==> src/rtl/calc1_responder.sv <==
// calc1 behavioural responder: four two-cycle request ports sharing one round-robin ALU.
// Optional macro CALC1_PROTO_CHECK_EN adds the sticky per-port proto_err output.
module calc1_responder #(
  parameter int unsigned ALU_LAT = 2
) (
  input  logic        c_clk,
  input  logic        reset,
  input  logic [0:3]  req1_cmd_in,
  input  logic [0:31] req1_data_in,
  input  logic [0:3]  req2_cmd_in,
  input  logic [0:31] req2_data_in,
  input  logic [0:3]  req3_cmd_in,
  input  logic [0:31] req3_data_in,
  input  logic [0:3]  req4_cmd_in,
  input  logic [0:31] req4_data_in,
  output logic [0:1]  out_resp1,
  output logic [0:31] out_data1,
  output logic [0:1]  out_resp2,
  output logic [0:31] out_data2,
  output logic [0:1]  out_resp3,
  output logic [0:31] out_data3,
  output logic [0:1]  out_resp4,
  output logic [0:31] out_data4
`ifdef CALC1_PROTO_CHECK_EN
  ,
  output logic [1:4]  proto_err
`endif
);

  typedef enum logic [1:0] {StIdle, StOp2, StWait, StExec} port_st_e;

  localparam logic [3:0] CntInit = 4'(ALU_LAT - 1);

  logic [3:0]  cmd_in  [4];
  logic [31:0] data_in [4];

  port_st_e    st_q    [4];
  port_st_e    st_d    [4];
  logic [3:0]  cmd_q   [4];
  logic [3:0]  cmd_d   [4];
  logic [31:0] op1_q   [4];
  logic [31:0] op1_d   [4];
  logic [31:0] op2_q   [4];
  logic [31:0] op2_d   [4];
  logic [1:0]  resp_q  [4];
  logic [1:0]  resp_d  [4];
  logic [31:0] rdata_q [4];
  logic [31:0] rdata_d [4];

  logic       alu_busy_q, alu_busy_d;
  logic [3:0] alu_cnt_q, alu_cnt_d;
  logic [1:0] alu_port_q, alu_port_d;
  logic [1:0] rr_q, rr_d;

  logic        alu_done, alu_free;
  logic        grant_vld;
  logic [1:0]  grant_idx, cand;
  logic [3:0]  alu_cmd;
  logic [31:0] alu_a, alu_b;
  logic [32:0] sum;
  logic [1:0]  res_code;
  logic [31:0] res_data;

  assign cmd_in[0]  = req1_cmd_in;
  assign cmd_in[1]  = req2_cmd_in;
  assign cmd_in[2]  = req3_cmd_in;
  assign cmd_in[3]  = req4_cmd_in;
  assign data_in[0] = req1_data_in;
  assign data_in[1] = req2_data_in;
  assign data_in[2] = req3_data_in;
  assign data_in[3] = req4_data_in;

  assign out_resp1 = resp_q[0];
  assign out_resp2 = resp_q[1];
  assign out_resp3 = resp_q[2];
  assign out_resp4 = resp_q[3];
  assign out_data1 = rdata_q[0];
  assign out_data2 = rdata_q[1];
  assign out_data3 = rdata_q[2];
  assign out_data4 = rdata_q[3];

  // The ALU frees up on the edge it writes a response, allowing back-to-back issue.
  assign alu_done = alu_busy_q && (alu_cnt_q == 4'd0);
  assign alu_free = !alu_busy_q || alu_done;

  always_comb begin
    grant_vld = 1'b0;
    grant_idx = rr_q;
    cand      = rr_q;
    for (int k = 1; k <= 4; k++) begin
      cand = rr_q + 2'(k);
      if (alu_free && !grant_vld && (st_q[cand] == StWait)) begin
        grant_vld = 1'b1;
        grant_idx = cand;
      end
    end
  end

  assign alu_cmd = cmd_q[alu_port_q];
  assign alu_a   = op1_q[alu_port_q];
  assign alu_b   = op2_q[alu_port_q];
  assign sum     = {1'b0, alu_a} + {1'b0, alu_b};

  always_comb begin
    res_code = 2'd3;
    res_data = '0;
    case (alu_cmd)
      4'd1: begin
        if (sum[32]) begin
          res_code = 2'd2;
        end else begin
          res_code = 2'd1;
          res_data = sum[31:0];
        end
      end
      4'd2: begin
        if (alu_a < alu_b) begin
          res_code = 2'd2;
        end else begin
          res_code = 2'd1;
          res_data = alu_a - alu_b;
        end
      end
      4'd5: begin
        res_code = 2'd1;
        res_data = alu_a << alu_b[4:0];
      end
      4'd6: begin
        res_code = 2'd1;
        res_data = alu_a >> alu_b[4:0];
      end
      default: begin
        res_code = 2'd3;
        res_data = '0;
      end
    endcase
  end

  always_comb begin
    for (int n = 0; n < 4; n++) begin
      st_d[n]    = st_q[n];
      cmd_d[n]   = cmd_q[n];
      op1_d[n]   = op1_q[n];
      op2_d[n]   = op2_q[n];
      resp_d[n]  = '0;
      rdata_d[n] = '0;
      unique case (st_q[n])
        StIdle: begin
          if (cmd_in[n] != 4'd0) begin
            cmd_d[n] = cmd_in[n];
            op1_d[n] = data_in[n];
            st_d[n]  = StOp2;
          end
        end
        StOp2: begin
          op2_d[n] = data_in[n];
          st_d[n]  = StWait;
        end
        StWait: begin
          if (grant_vld && (grant_idx == 2'(n))) st_d[n] = StExec;
        end
        StExec: begin
          if (alu_done && (alu_port_q == 2'(n))) begin
            st_d[n]    = StIdle;
            resp_d[n]  = res_code;
            rdata_d[n] = res_data;
          end
        end
        default: st_d[n] = StIdle;
      endcase
    end
  end

  always_comb begin
    alu_busy_d = alu_busy_q;
    alu_cnt_d  = alu_cnt_q;
    alu_port_d = alu_port_q;
    rr_d       = rr_q;
    if (grant_vld) begin
      alu_busy_d = 1'b1;
      alu_cnt_d  = CntInit;
      alu_port_d = grant_idx;
      rr_d       = grant_idx;
    end else if (alu_done) begin
      alu_busy_d = 1'b0;
    end else if (alu_busy_q) begin
      alu_cnt_d = alu_cnt_q - 4'd1;
    end
  end

  always_ff @(posedge c_clk) begin
    if (reset) begin
      for (int n = 0; n < 4; n++) begin
        st_q[n]    <= StIdle;
        cmd_q[n]   <= '0;
        op1_q[n]   <= '0;
        op2_q[n]   <= '0;
        resp_q[n]  <= '0;
        rdata_q[n] <= '0;
      end
      alu_busy_q <= 1'b0;
      alu_cnt_q  <= '0;
      alu_port_q <= '0;
      rr_q       <= 2'd3;  // port 4, so port 1 wins the first tie
    end else begin
      for (int n = 0; n < 4; n++) begin
        st_q[n]    <= st_d[n];
        cmd_q[n]   <= cmd_d[n];
        op1_q[n]   <= op1_d[n];
        op2_q[n]   <= op2_d[n];
        resp_q[n]  <= resp_d[n];
        rdata_q[n] <= rdata_d[n];
      end
      alu_busy_q <= alu_busy_d;
      alu_cnt_q  <= alu_cnt_d;
      alu_port_q <= alu_port_d;
      rr_q       <= rr_d;
    end
  end

`ifdef CALC1_PROTO_CHECK_EN
  logic [3:0] perr_q, perr_d;

  always_comb begin
    for (int n = 0; n < 4; n++) begin
      perr_d[n] = perr_q[n] | ((st_q[n] != StIdle) && (cmd_in[n] != 4'd0));
    end
  end

  always_ff @(posedge c_clk) begin
    if (reset) begin
      perr_q <= '0;
    end else begin
      perr_q <= perr_d;
      for (int n = 0; n < 4; n++) begin
        if (perr_d[n] && !perr_q[n]) begin
          $display("calc1_responder: protocol error on port %0d at time %0t", n + 1, $time);
        end
      end
    end
  end

  assign proto_err = {perr_q[0], perr_q[1], perr_q[2], perr_q[3]};
`endif

endmodule

==> config.mk <==
export PLATFORM = sky130hd
export DESIGN_NAME = calc1_responder
export DESIGN_NICKNAME = d
export VERILOG_FILES = /design/src/rtl/calc1_responder.sv
export SDC_FILE = /design/constraint.sdc
export NUM_CORES = 1
export LEC_CHECK = 0
export CAP_MARGIN = 15
export CORE_ASPECT_RATIO = 0.5
export CORE_MARGIN = 2
export CORE_UTILIZATION = 47
export DETAILED_ROUTE_END_ITERATION = 8
export PLACE_DENSITY = 0.69
export REMOVE_ABC_BUFFERS = 1
export SLEW_MARGIN = 5
export SYNTH_ARGS = -nofsm -noshare
export SYNTH_HDL_FRONTEND = slang
export SYNTH_SLANG_ARGS = --single-unit
==> constraint.sdc <==
create_clock -name c_clk -period 14.15 [get_ports c_clk]
set_input_delay 2.83 -clock c_clk [delete_from_list [all_inputs] [get_ports c_clk]]
set_output_delay 2.83 -clock c_clk [all_outputs]
set_load 0.01 [all_outputs]
==> results.sh <==
export IMPL_drive_above_1_share_pct=10.59
export IMPL_avgViaCountPerCell=6.027
export IMPL_drtIter0Drc=2493
export IMPL_antenna_found_initial=2
export IMPL_drt_pass1_iterations=7
export IMPL_grt_pass1_vias=18190
export IMPL_path_clk_slew_ps=70
export IMPL_rr_worst_depth=18
export IMPL_synthToLayoutAreaGrowth_pct=18.72
export IMPL_crit_chain="buf_4 -> mux2i_1 -> mux2_2 -> buf_4 -> inv_2 -> ha_1 -> inv_1 -> fa_1 -> o21ba_2 -> nor4_1 -> o311a_1 -> o21ai_1 -> o22ai_1 -> o21a_2 -> o22a_1 -> o221ai_1 -> a221oi_2 -> nor2_1"
export IMPL_std_cell_rows=58
export IMPL_path_delay_family="compound AO/OA/AOI/OAI gates"
export IMPL_die_area_sq_mm=0.05267
export IMPL_fill_cells=4267
export IMPL_pre_cts_ws_ps=7311
export IMPL_tightest_slew_ps=1172
export IMPL_status="complete, no violations"
export IMPL_crit_path_frequent_cell="buf_4"
export IMPL_crit_arrival_ps=7430
export IMPL_hold_buffers=0
export IMPL_layout_setup_ws_ps=7170
export IMPL_startpoint_type="register"
export IMPL_fin_tns_setup_ps=0
export IMPL_wl_mm=80.51
export IMPL_critPathMaxStageDelay_ps=810
export IMPL_nNetsFinal=2677
export IMPL_grt_pass1_wl_mm=117.7
export IMPL_cts_resized_gates=0
export IMPL_relSlewSlack_pct=21.85
export IMPL_min_to="alu_cnt_q[1]"
export IMPL_ys_seq_area_share_pct=47.43
export IMPL_clkLatencyLatePin_ps=580
export IMPL_period_needed_ps=6980
export IMPL_period_share_pct=49.33
export IMPL_hold_depth=2
export IMPL_die_h_um=163.3
export IMPL_p_per_area_mw_per_mm2=248.1
export IMPL_cp_end_kind="register"
export IMPL_layout_commonest_cell="clkdlybuf4s50_1"
export IMPL_finalHoldViolCount=0
export IMPL_vias=19070
export IMPL_path_max_fanout=48
export IMPL_critPathSlowestCell="buf_4"
export IMPL_grt_use_total_pct=30.42
export IMPL_drv_slew=0
export IMPL_clk_path_buf_depth=3
export IMPL_post_cts_buffers=0
export IMPL_drtAntennaViolNets=0
export IMPL_core_area_sq_mm=0.05015
export IMPL_ys_warn_count=0
export IMPL_r2r_end="rdata_q[2][5]"
export IMPL_cts_sinks=429
export IMPL_syn_area_per_cell_sq_um=10.61
export IMPL_hp_start="alu_cnt_q[1]"
export IMPL_synth_flop_cell="edfxtp_1"
export IMPL_synth_seq_cells=429
export IMPL_h_tree_depth=2
export IMPL_ys_types=88
export IMPL_r2r_slack_ps=7170
export IMPL_numCtsBuffers=38
export IMPL_max_freq_ghz=0.1433
export IMPL_mostFrequentLayoutCells="clkdlybuf4s50_1 (281), and2_1 (277), edfxtp_1 (272)"
export IMPL_drc=0
export IMPL_required_ps=14600
export IMPL_leakagePower_nw=10.62
export IMPL_wl_per_cell_um=25.44
export IMPL_grt_max_degree=74
export IMPL_initial_core_util_pct=47.56
export IMPL_gp_congestion=1.024
export IMPL_io_buffers=281
export IMPL_hp_class="reg -> reg"
export IMPL_cts_tree="built"
export IMPL_dp_hpwl_mm=56.81
export IMPL_vdd_drop_max_mv=0.1242
export IMPL_cts_root_buffer="clkbuf_16"
export IMPL_overflow=0
export IMPL_ios=282
export IMPL_seq_area_sq_mm=0.01132
export IMPL_multi_input_area_sq_mm=0.01163
export IMPL_dieWidth_um=322.6
export IMPL_timing_max_cap_violations=0
export IMPL_crit_type="reg -> reg"
export IMPL_syn_inst=2248
export IMPL_synth_edf_count=272
export IMPL_rsz0062_at_grt="no"
export IMPL_async_reset_ff_share_pct=0
export IMPL_syn_area_sq_mm=0.02385
export IMPL_cp_num_buf_inv=4
export IMPL_finClkSkew_ps=19.59
export IMPL_setup_viol=0
## sequential cells by signal, indices dropped and copies added (netlist names), named ones only
name and flops:
alu_cnt_q 4, op1_q 128, st_q 8, alu_port_q 2, cmd_q 16, rdata_q 128
rr_q 2, resp_q 8, alu_busy_q 1, op2_q 128
## worst max path at each step
| stage | startpoint | endpoint | slack, ps | cells past startpoint |
|---|---|---|---|---|
| floorplan | register | rdata_q[2][27] | 5500 | 16 |
| global placement | register | rdata_q[2][5] | 7400 | 18 |
| detailed placement | register | rdata_q[2][5] | 7310 | 18 |
| CTS | register | rdata_q[2][5] | 7260 | 18 |
| global route | register | rdata_q[3][5] | 6690 | 18 |
| finish | register | rdata_q[2][5] | 7170 | 18 |
## report_power, final
group | leakage (nW) | total, W | internal [W] | switching, W
Clock | 0.585 | 0.00102 | 0.000539 | 0.000484
Combinational | 5.81 | 0.00419 | 0.00140 | 0.00279
Sequential | 4.23 | 0.00181 | 0.00169 | 0.000116
Total | 10.6 | 0.00703 | 0.00364 | 0.00339
## per-stage QoR
step / utilization, % / instances / power (W) / hold slack [ps] / cell area, sq um
global route: 56.46 / 3164 / 0.007411 / 543.8 / 28310
finish: 56.46 / 3165 / 0.007026 / 523.3 / 28310
CTS: 56.46 / 3164 / 0.006904 / 523.6 / 28310
detailed placement: 54.07 / 3095 / 0.005880 / 515.5 / 27120
floorplan: - / 2102 / 0.004597 / 478.4 / 23170
global placement: 54.07 / 3095 / 0.005854 / 497.7 / 27120
## cells in the mapped netlist, types with 13 or more instances
| library cell | number | area, sq um |
|---|---|---|
| nor2b_1 | 30 | 187.7 |
| a22oi_1 | 22 | 165.2 |
| o211ai_1 | 18 | 135.1 |
| a211oi_2 | 15 | 187.7 |
| nand2_1 | 121 | 454.2 |
| nor3_1 | 25 | 125.1 |
| buf_2 | 35 | 175.2 |
| and2_1 | 277 | 1733 |
| nor2_1 | 269 | 1010 |
| nor4_1 | 13 | 81.33 |
| mux2i_1 | 81 | 810.8 |
| nand2b_1 | 28 | 175.2 |
| a221o_1 | 14 | 140.1 |
| a21oi_1 | 117 | 585.6 |
| inv_1 | 84 | 315.3 |
| ha_1 | 84 | 1051 |
| edfxtp_1 | 272 | 8168 |
| o21ai_1 | 15 | 75.07 |
| o21ai_0 | 63 | 315.3 |
| nand3_1 | 16 | 80.08 |
| o22ai_1 | 27 | 168.9 |
| dfxtp_1 | 157 | 3143 |
| clkbuf_1 | 86 | 322.8 |
| a21o_1 | 24 | 180.2 |
| mux2_2 | 29 | 326.6 |
| o21bai_1 | 13 | 97.59 |
| mux4_2 | 66 | 1486 |
| a211oi_1 | 20 | 150.1 |
## worst min-delay path: stages (launching register included)
cell      delay, ps
dfxtp_1         330
nor2_1          100
a211oi_1         50
## routing by layer
layer	part of all wire [%]	up-vias	global-route usage, %
met5	0.025	-	0
met4	1.9	4	6.691
met3	12	113	10.23
met2	42	991	44.57
met1	44	9410	43.55
li1	-	8556	-
## cells by family (layout without fill, tap and decap cells)
kind of cell    count (synthesis)  count (layout)  synth area share, %
compound gates                484             484                14.68
mux                           179             179                11.17
xor+xnor                        6               6               0.2203
fa+ha+maj                      86              86                4.575
buf+inv                       233             459                4.229
other cells                     0               1                    0
simple gates                  831             831                17.69
flops                         429             429                47.43
## layout make-up
type,instances,area share (%)
flip-flops and latches,429,39.97
multi-input cells,1586,41.08
diodes,1,0.008838
repair buffers,303,10.52
clock buffers,50,3.624
inverters,87,1.153
well taps,690,3.049
clock inverters,19,0.5966
Power figures use the tool's default switching activity.
